===== config.mk =====
export PLATFORM = sky130hd
export DESIGN_NAME = mux2_sel_ctrl
export DESIGN_NICKNAME = d
export VERILOG_FILES = /design/src/rtl/mux2_sel_pkg.sv /design/src/rtl/mux2_sel_ctrl_key_filter.sv /design/src/rtl/mux2_sel_ctrl.sv
export SDC_FILE = /design/constraint.sdc
export NUM_CORES = 1
export LEC_CHECK = 0
export BUFFER_PORTS_ARGS = -buffer_cell sky130_fd_sc_hd__buf_2
export CAP_MARGIN = 20
export CORE_ASPECT_RATIO = 0.7
export CORE_MARGIN = 10
export CORE_UTILIZATION = 45
export CTS_CLUSTER_SIZE = 12
export DETAILED_ROUTE_END_ITERATION = 6
export SLEW_MARGIN = 30
export SYNTH_ARGS = -nofsm -noshare
export SYNTH_HDL_FRONTEND = slang
export SYNTH_HIERARCHICAL = 1
export SYNTH_SLANG_ARGS = --single-unit

===== constraint.sdc =====
create_clock -name clk -period 1.5 [get_ports clk]
set_clock_uncertainty 0.15 [all_clocks]
set_input_delay 0.225 -clock clk [delete_from_list [all_inputs] [get_ports clk]]
set_output_delay 0.225 -clock clk [all_outputs]
set_load 0.05 [all_outputs]

===== src/rtl/mux2_sel_pkg.sv =====
// Shared definitions for the mux2 select controller: debounce FSM state encoding
// and the counter width helper.
package mux2_sel_pkg;

    typedef enum logic [1:0] {
        IDLE      = 2'd0,
        DOWN_FILT = 2'd1,
        DOWN      = 2'd2,
        UP_FILT   = 2'd3
    } state_t;

    // Bits needed to hold 0..value-1, never less than one.
    function automatic int unsigned clog2_f(input longint unsigned value);
        int unsigned w;
        w = 32'd1;
        for (int i = 1; i < 63; i++) begin
            if ((64'd1 << i) < value) begin
                w = i + 1;
            end else begin
                w = w;
            end
        end
        return w;
    endfunction

endpackage


===== src/rtl/mux2_sel_ctrl_key_filter.sv =====
// key_filter: 2-flop synchronizer plus a four-state debounce FSM for an active-low
// push button. press_evt is the unregistered press strobe so the parent can update sel on the same edge.
module key_filter
    import mux2_sel_pkg::*;
#(
    parameter int unsigned DEB_CYCLES = 1000000
) (
    input  logic clk,
    input  logic rst,
    input  logic key_in,
    output logic key_flag,
    output logic key_state,
    output logic press_evt
);

    localparam int unsigned CNT_W = clog2_f(longint'(DEB_CYCLES));
    localparam logic [CNT_W-1:0] CNT_MAX = CNT_W'(DEB_CYCLES - 32'd1);

    logic             r_sync1;
    logic             r_sync2;
    logic             w_key_sync;
    state_t           r_state;
    state_t           w_state_nxt;
    logic [CNT_W-1:0] r_cnt;
    logic [CNT_W-1:0] w_cnt_nxt;
    logic             w_press;
    logic             w_released_nxt;
    logic             r_key_flag;
    logic             r_key_state;

    assign w_key_sync = r_sync2;

    // Synchronizer flops; they reset to the released level.
    always_ff @(posedge clk) begin
        if (rst) begin
            r_sync1 <= 1'b1;
            r_sync2 <= 1'b1;
        end else begin
            r_sync1 <= key_in;
            r_sync2 <= r_sync1;
        end
    end

    // State and stable-time counter registers.
    always_ff @(posedge clk) begin
        if (rst) begin
            r_state <= IDLE;
            r_cnt   <= '0;
        end else begin
            r_state <= w_state_nxt;
            r_cnt   <= w_cnt_nxt;
        end
    end

    // Next-state logic; the counter clears on every state change and saturates at CNT_MAX.
    always_comb begin
        w_state_nxt = r_state;
        w_cnt_nxt   = r_cnt;
        case (r_state)
            IDLE: begin
                if (!w_key_sync) begin
                    w_state_nxt = DOWN_FILT;
                    w_cnt_nxt   = '0;
                end else begin
                    w_cnt_nxt   = '0;
                end
            end
            DOWN_FILT: begin
                if (w_key_sync) begin
                    w_state_nxt = IDLE;
                    w_cnt_nxt   = '0;
                end else if (r_cnt == CNT_MAX) begin
                    w_state_nxt = DOWN;
                    w_cnt_nxt   = '0;
                end else begin
                    w_cnt_nxt   = r_cnt + CNT_W'(1);
                end
            end
            DOWN: begin
                if (w_key_sync) begin
                    w_state_nxt = UP_FILT;
                    w_cnt_nxt   = '0;
                end else begin
                    w_cnt_nxt   = '0;
                end
            end
            UP_FILT: begin
                if (!w_key_sync) begin
                    w_state_nxt = DOWN;
                    w_cnt_nxt   = '0;
                end else if (r_cnt == CNT_MAX) begin
                    w_state_nxt = IDLE;
                    w_cnt_nxt   = '0;
                end else begin
                    w_cnt_nxt   = r_cnt + CNT_W'(1);
                end
            end
            default: begin
                w_state_nxt = IDLE;
                w_cnt_nxt   = '0;
            end
        endcase
    end

    // Output decode from the transition being taken.
    always_comb begin
        w_press        = (r_state == DOWN_FILT) && (w_state_nxt == DOWN);
        w_released_nxt = (w_state_nxt == IDLE) || (w_state_nxt == DOWN_FILT);
    end

    // Registered outputs.
    always_ff @(posedge clk) begin
        if (rst) begin
            r_key_flag  <= 1'b0;
            r_key_state <= 1'b1;
        end else begin
            r_key_flag  <= w_press;
            r_key_state <= w_released_nxt;
        end
    end

    assign key_flag  = r_key_flag;
    assign key_state = r_key_state;
    assign press_evt = w_press;

endmodule


===== src/rtl/mux2_sel_ctrl.sv =====
// mux2_sel_ctrl: debounced push button toggles a registered mux2 select.
// Define SEL_AUTO_EN to add the auto_en port and a periodic auto-toggle counter.
module mux2_sel_ctrl
    import mux2_sel_pkg::*;
#(
    parameter int unsigned DEB_CYCLES  = 1000000,
    parameter int unsigned AUTO_CYCLES = 50000000
) (
    input  logic clk,
    input  logic rst,
    input  logic key_in,
`ifdef SEL_AUTO_EN
    input  logic auto_en,
`endif
    output logic sel,
    output logic key_flag,
    output logic key_state
);

    logic w_press;
    logic w_toggle;
    logic r_sel;

    if ((DEB_CYCLES < 32'd2) || (DEB_CYCLES > 32'd16777216) ||
        (AUTO_CYCLES < 32'd2) || (AUTO_CYCLES > 32'd67108864)) begin : g_param_range_bad
        $error("mux2_sel_ctrl: DEB_CYCLES or AUTO_CYCLES out of range");
    end

    key_filter #(
        .DEB_CYCLES (DEB_CYCLES)
    ) u_key_filter (
        .clk       (clk),
        .rst       (rst),
        .key_in    (key_in),
        .key_flag  (key_flag),
        .key_state (key_state),
        .press_evt (w_press)
    );

`ifdef SEL_AUTO_EN
    localparam int unsigned AUTO_W = clog2_f(longint'(AUTO_CYCLES));
    localparam logic [AUTO_W-1:0] AUTO_MAX = AUTO_W'(AUTO_CYCLES - 32'd1);

    logic [AUTO_W-1:0] r_auto_cnt;
    logic              w_auto_wrap;

    assign w_auto_wrap = auto_en && (r_auto_cnt == AUTO_MAX);
    // A press and a wrap on the same edge merge into one inversion.
    assign w_toggle    = w_press || w_auto_wrap;

    // Auto-toggle period counter; idle or a press restarts the period.
    always_ff @(posedge clk) begin
        if (rst) begin
            r_auto_cnt <= '0;
        end else if (!auto_en || w_press || w_auto_wrap) begin
            r_auto_cnt <= '0;
        end else begin
            r_auto_cnt <= r_auto_cnt + AUTO_W'(1);
        end
    end
`else
    assign w_toggle = w_press;
`endif

    // Select register.
    always_ff @(posedge clk) begin
        if (rst) begin
            r_sel <= 1'b0;
        end else if (w_toggle) begin
            r_sel <= ~r_sel;
        end else begin
            r_sel <= r_sel;
        end
    end

    assign sel = r_sel;

endmodule


==> flow_metrics.py, run 1 <==
metrics = {
    "placement": {
        "placed_cells": 192,
        "gp_congestion": 0.859,
        "hpwl_um": 1910,
        "port_buffers": 5,
    },
    "clocking": {
        "numCtsBuffers": 3,
        "clk_pin_slew_ns": 0.09,
        "clock_latency_ns": 0.27,
        "numClockSinks": 27,
        "cts_tree": "built",
        "cts_root_buf": "clkbuf_8",
        "htreeDepth": 1,
        "cts_buffer_depth": 2,
    },
    "timing": {
        "slew_violations": 0,
        "final_hold_viol_count": 0,
        "rsz0062_at_grt": "yes",
        "layout_setup_ws_ns": -0.176,
        "worst_pin_slew_ns": 0.283,
        "relSlewSlack_pct": 81.0,
        "finalSetupViolCount": 24,
        "hold-worst-slack_ns": 0.153,
        "min_period_ns": 1.68,
        "finalCritPeriodShare_pct": 112,
        "fmax_ghz": 0.597,
    },
    "global_route": {
        "antenna_found_initial": 0,
        "grt_pass1_wl_um": 4670,
        "grt_pass1_vias": 1019,
        "overflow": 0,
        "grt_max_degree": 21,
        "grt.total_usage_pct": 11.0,
    },
    "detailed_routing": {
        "drt_iter0_markers": 67,
        "vias": 1044,
        "postRouteAntennaNets": 0,
        "avgViaCountPerCell": 5.17,
        "drc": 0,
        "wl_per_cell_um": 14.3,
        "routed_wl_um": 2890,
        "dr.pass1.iters": 4,
    },
    "synthesis": {
        "synth_area_leader_cell": "dfxtp_1",
        "avgSynthCellArea_sq_um": 9.73,
        "synth_cells": 126,
        "seq_area_frac_synth_pct": 44.1,
        "synth_enable_flop_cells": 0,
        "synth_cell_type_count": 34,
        "synth-seq-cells": 27,
        "synth_top_area_share_pct": 44.1,
        "syn_area_sq_mm": 0.00123,
        "yosys_most_used_dff": "dfxtp_1",
        "syn-num-nets": 130,
        "ys_warn_count": 6,
        "synth_async_sr_flop_share_pct": 0,
        "ys_top_cells_by_area": "dfxtp_1 44%, xor2_1 7.1%, a21oi_2 5.0%, nor2_1 3.7%, o31ai_1 3.1%",
    },
    "setup_path": {
        "cp.required_ns": 1.56,
        "crit_path_end_kind": "flop",
        "reg2reg_slack_ns": -0.18,
        "crit_type": "flop to flop",
        "path_max_fanout": 6,
        "reg2reg_depth": 4,
        "worst_r2r_startpoint": "u_key_filter/r_cnt[8]$_SDFF_PP0_",
        "startpoint_type": "flop",
        "cp.arrival_ns": 1.74,
        "reg2reg_to": "u_key_filter/r_cnt[14]$_SDFF_PP0_",
    },
    "hold_path": {
        "min_from": "rst",
        "hold_class": "input port to flop",
        "min_to": "sel$_SDFFE_PP0P_",
        "hold_path_depth": 3,
    },
    "floorplan": {
        "num_io_pins": 6,
        "die_area_sq_mm": 0.00525,
        "initial_core_util_pct": 48.4,
        "die_x_um": 82.4,
        "die_h_um": 63.7,
        "row_count": 15,
        "core_area_sq_mm": 0.00253,
    },
    "power": {
        "p_leak_nw": 0.646,
        "vdd_drop_max_mv": 0.367,
        "power_density_mw_per_mm2": 680,
    },
    "cells_and_area": {
        "fillCellCount": 206,
        "num-nets-final": 173,
        "antenna_cells": 0,
        "drive_above_1_share_pct": 53.0,
        "multi_input_area_sq_um": 693,
        "area_delta_synth_final_pct": 37.6,
        "stdcell_count": 202,
        "ff_latch_area_sq_um": 558,
    },
    "flow_run": {
        "cap_violations": 0,
    },
    "status": {
        "failed_checks": "setup timing",
        "outcome": "finished with violations",
    },
}
-- flip-flops by register name (all words and copies together) (netlist names) --
name	cells
u_key_filter/r_sync2	1
sel	1
u_key_filter/key_flag	1
u_key_filter/r_sync1	1
u_key_filter/r_state	2
u_key_filter/key_state	1
u_key_filter/r_cnt	20
-- how the worst max path moves through the flow --
stage | from | endpoint | cells past startpoint
finish | u_key_filter/r_cnt[8]$_SDFF_PP0_ | u_key_filter/r_cnt[14]$_SDFF_PP0_ | 4
global route | u_key_filter/r_cnt[15]$_SDFF_PP0_ | sel$_SDFFE_PP0P_ | 6
global placement | u_key_filter/r_cnt[5]$_SDFF_PP0_ | u_key_filter/r_cnt[18]$_SDFF_PP0_ | 4
detailed placement | u_key_filter/r_cnt[5]$_SDFF_PP0_ | u_key_filter/r_cnt[16]$_SDFF_PP0_ | 4
CTS | u_key_filter/r_cnt[6]$_SDFF_PP0_ | u_key_filter/r_cnt[14]$_SDFF_PP0_ | 5
floorplan | u_key_filter/r_cnt[4]$_SDFF_PP0_ | u_key_filter/r_cnt[18]$_SDFF_PP0_ | 6
-- final cells by class --
cell class / count / share of cell area, %
Clock buffer: 4 / 2.67
Inverter: 3 / 0.668
Multi-Input combinational cell: 91 / 41.1
Sequential cell: 27 / 33.1
Tap cell: 34 / 2.52
Timing Repair Buffer: 43 / 20.0
-- per-stage QoR --
step | total power [mW] | utilization [%] | area [sq um] | worst slack (ns) | setup TNS [ns]
after floorplan | 0.743 | - | 1230 | -0.143 | -2.60
after global placement | 0.752 | 59.5 | 1510 | -0.172 | -3.19
after detailed placement | 0.753 | 59.5 | 1510 | -0.216 | -4.00
after CTS | 1.16 | 63.8 | 1620 | -0.209 | -3.84
after global routing | 1.19 | 66.6 | 1690 | -0.245 | -4.73
final | 1.15 | 66.6 | 1690 | -0.176 | -2.84
-- power by group --
group	leakage, nW	internal, mW	switching (mW)
sequential	0.224	0.717	0.00187
clock	0.0228	0.190	0.217
combinational	0.398	0.00985	0.00991
total	0.646	0.917	0.229
-- layer usage --
metal	global-route usage [%]	vias up	part of all wire [%]
li1	-	532	-
met1	14.9	486	46
met2	16.4	21	47
met3	3.68	5	5.3
met4	2.33	0	1.2
met5	0	-	0
-- cell families (layout without fill, tap and decap cells) --
| logic type | after synthesis | after routing | share of synthesized area [%] |
|---|---|---|---|
| AOI/OAI and AO/OA | 15 | 15 | 9.80 |
| xor gates and xnor gates | 13 | 13 | 9.29 |
| adders and majority gates | 1 | 1 | 1.02 |
| buffers and inverters | 8 | 50 | 4.69 |
| DFF | 27 | 27 | 44.1 |
| muxes | 2 | 2 | 1.73 |
| and+or+nand+nor | 60 | 60 | 29.4 |
-- synth_stat cells (2+ instances only) --
| cell | n |
|---|---|
| dfxtp_1 | 27 |
| nor2_1 | 12 |
| xor2_1 | 10 |
| a21oi_2 | 7 |
| nand2_1 | 7 |
| nand3_1 | 7 |
| o31ai_1 | 5 |
| or4_1 | 5 |
| nand4_1 | 4 |
| nor2_2 | 4 |
| buf_6 | 3 |
| inv_1 | 3 |
| xnor2_1 | 3 |
| and2_1 | 2 |
| and3_1 | 2 |
| and4_1 | 2 |
| and4_4 | 2 |
| nor4_1 | 2 |
| o21ai_0 | 2 |
| or2_2 | 2 |
| or3_2 | 2 |
-- worst max-delay path, stage by stage (launching register included) --
cell and delay, ns:
dfxtp_1 0.39, and4_4 0.27, nand4_2 0.18, or3_2 0.47
a21oi_2 0.15
-- placed cells by master, fill, tap and decap left out, types with 2 or more instances in the layout --
cell type / count
buf_6: 3
nand4_1: 4
nor2_1: 11
a21oi_2: 7
dfxtp_2: 11
and3_1: 2
nand3_2: 2
buf_2: 5
o31ai_1: 5
clkbuf_8: 3
nor2_2: 5
or4_1: 3
and4_4: 3
or2_2: 2
or3_2: 2
dfxtp_1: 15
nand2_1: 6
nand3_1: 5
and2_1: 2
xor2_1: 10
or4_4: 2
o21ai_0: 2
buf_4: 33
inv_1: 3
xnor2_1: 3
-- repair_timing --
item / 4_1_cts / 5_1_grt
pin swaps: 5 / 5
hold buffers: 1 / 0
hold endpoints to repair: 1 / 0
setup endpoints to repair: 24 / 25
buffers inserted: 3 / 2
resized for setup: 12 / 16
(Power assumes the default switching activity.)
==> inputs of run 2 (changes only) <==
- PLACE_DENSITY: default -> 0.69
==> flow_metrics.py, run 2 (synthesized netlist as in run 1, its figures left out) <==
metrics = {
    "floorplan": {
        "row_count": 15,
        "die_h_um": 63.7,
        "num_io_pins": 6,
        "die_area_sq_mm": 0.00525,
        "core_area_sq_mm": 0.00253,
        "initial_core_util_pct": 48.4,
        "die_x_um": 82.4,
    },
    "clocking": {
        "cts_root_buf": "clkbuf_8",
        "numCtsBuffers": 3,
        "clock_latency_ns": 0.27,
        "htreeDepth": 1,
        "clk_pin_slew_ns": 0.09,
        "numClockSinks": 27,
        "cts_buffer_depth": 2,
        "cts_tree": "built",
    },
    "status": {
        "outcome": "finished with violations",
        "failed_checks": "setup timing",
    },
    "setup_path": {
        "crit_path_end_kind": "flop",
        "cp.required_ns": 1.56,
        "startpoint_type": "flop",
        "cp.arrival_ns": 1.69,
        "crit_type": "flop to flop",
        "path_max_fanout": 20,
    },
    "cells_and_area": {
        "largestRegisters": "u_key_filter/r_cnt (20), u_key_filter/r_state (2)",
        "drive_above_1_share_pct": 48.4,
        "final_cell_mix": "25 x buf_4, 18 x dfxtp_1, 10 x nor2_1, 10 x xor2_1, 8 x dfxtp_2",
        "final_util_pct": 62.8,
        "final_common_cell": "buf_4",
        "antenna_cells": 0,
        "num-nets-final": 162,
        "regMostFlops": "u_key_filter/r_cnt",
        "final_cell_area_sq_mm": 0.00159,
        "largest_register_ffs": 20,
        "area_delta_synth_final_pct": 29.7,
    },
    "flow_run": {
        "cap_violations": 0,
    },
    "timing": {
        "rsz0062_at_grt": "yes",
        "relSlewSlack_pct": 80.8,
        "hold-worst-slack_ns": 0.0770,
        "layout_setup_ws_ns": -0.127,
        "finalCritPeriodShare_pct": 108,
        "slew_violations": 0,
        "finalSetupViolCount": 23,
        "fmax_ghz": 0.615,
        "worst_pin_slew_ns": 0.286,
        "min_period_ns": 1.63,
        "final_hold_viol_count": 0,
    },
    "detailed_routing": {
        "postRouteAntennaNets": 0,
        "vias": 1042,
        "drt_iter0_markers": 59,
        "dr.pass1.iters": 4,
        "avgViaCountPerCell": 5.46,
        "routed_wl_um": 2650,
        "wl_per_cell_um": 13.9,
        "drc": 0,
    },
    "power": {
        "power_density_mw_per_mm2": 713,
        "p_leak_nw": 0.607,
        "vdd_drop_max_mv": 0.380,
    },
    "global_route": {
        "overflow": 0,
        "grt_max_degree": 21,
        "antenna_found_initial": 0,
        "grt_pass1_wl_um": 4530,
        "grt_pass1_vias": 1006,
        "grt.total_usage_pct": 10.7,
    },
    "placement": {
        "port_buffers": 5,
        "gp_congestion": 0.829,
        "place_area_sq_mm": 0.00146,
        "hpwl_um": 1920,
    },
    "hold_path": {
        "hold_class": "input port to flop",
    },
}
==> run 2: changes by cell type in the layout (fill, tap and decap cells not counted), sizes merged <==
cell,previous run,this run
buf,42,31
==> run 2: worst max-delay path: stages, from the launching register on <==
cell and delay, ns:
dfxtp_2 0.35, and3b_1 0.18, and4_4 0.20, a2111o_1 0.40
buf_12 0.18, a21oi_2 0.10
==> run 2: what timing repair did <==
action / 4_1_cts / 5_1_grt
pin swaps: 4 / 3
setup endpoints to repair: 24 / 25
hold buffers: 1 / 0
buffers inserted: 0 / 0
endpoints found under the hold margin: 1 / 0
resized for setup: 14 / 10
==> run 2: layout make-up <==
type	instances	area, sq um
clock buffer	4	45.0
fill	221	943
inverter	3	11.3
multi-input combinational	91	694
sequential	27	554
tap	34	42.5
timing repair buffer	32	243
==> run 2: final timing paths <==
check                                                    endpoint  slack (ns)                              from  depth (start not counted)
worst max-delay path            u_key_filter/r_cnt[17]$_SDFF_PP0_       -0.13  u_key_filter/r_cnt[6]$_SDFF_PP0_                          5
worst max register to register  u_key_filter/r_cnt[17]$_SDFF_PP0_       -0.13  u_key_filter/r_cnt[6]$_SDFF_PP0_                          5
worst min-delay path             u_key_filter/key_flag$_SDFF_PP0_        0.08                               rst                          2
worst min register to register    u_key_filter/r_sync2$_SDFF_PP1_        0.28   u_key_filter/r_sync1$_SDFF_PP1_                          1
==> run 2: power breakdown <==
part           internal, mW  switching, mW
Combinational       0.00820        0.00825
Sequential            0.717        0.00174
Clock                 0.190          0.209
==> run 2: per-layer routing <==
| metal | vias up | global-route usage [%] | wire (um) |
|---|---|---|---|
| li1 | 507 | - | - |
| met1 | 508 | 13.4 | 1190 |
| met2 | 25 | 17.2 | 1270 |
| met3 | 2 | 3.82 | 176 |
| met4 | 0 | 1.91 | 12 |
| met5 | - | 0 | 0 |
==> run 2: per-stage QoR <==
stage | cells | power (mW) | setup TNS (ns) | worst slack, ns
3_5_place_dp | 186 | 0.751 | -4.08 | -0.219
3_3_place_gp | 186 | 0.750 | -2.88 | -0.170
4_1_cts | 191 | 1.15 | -2.38 | -0.124
6_report | 191 | 1.13 | -2.37 | -0.127
2_1_floorplan | 126 | 0.743 | -2.60 | -0.143
5_1_grt | 191 | 1.19 | -3.75 | -0.181
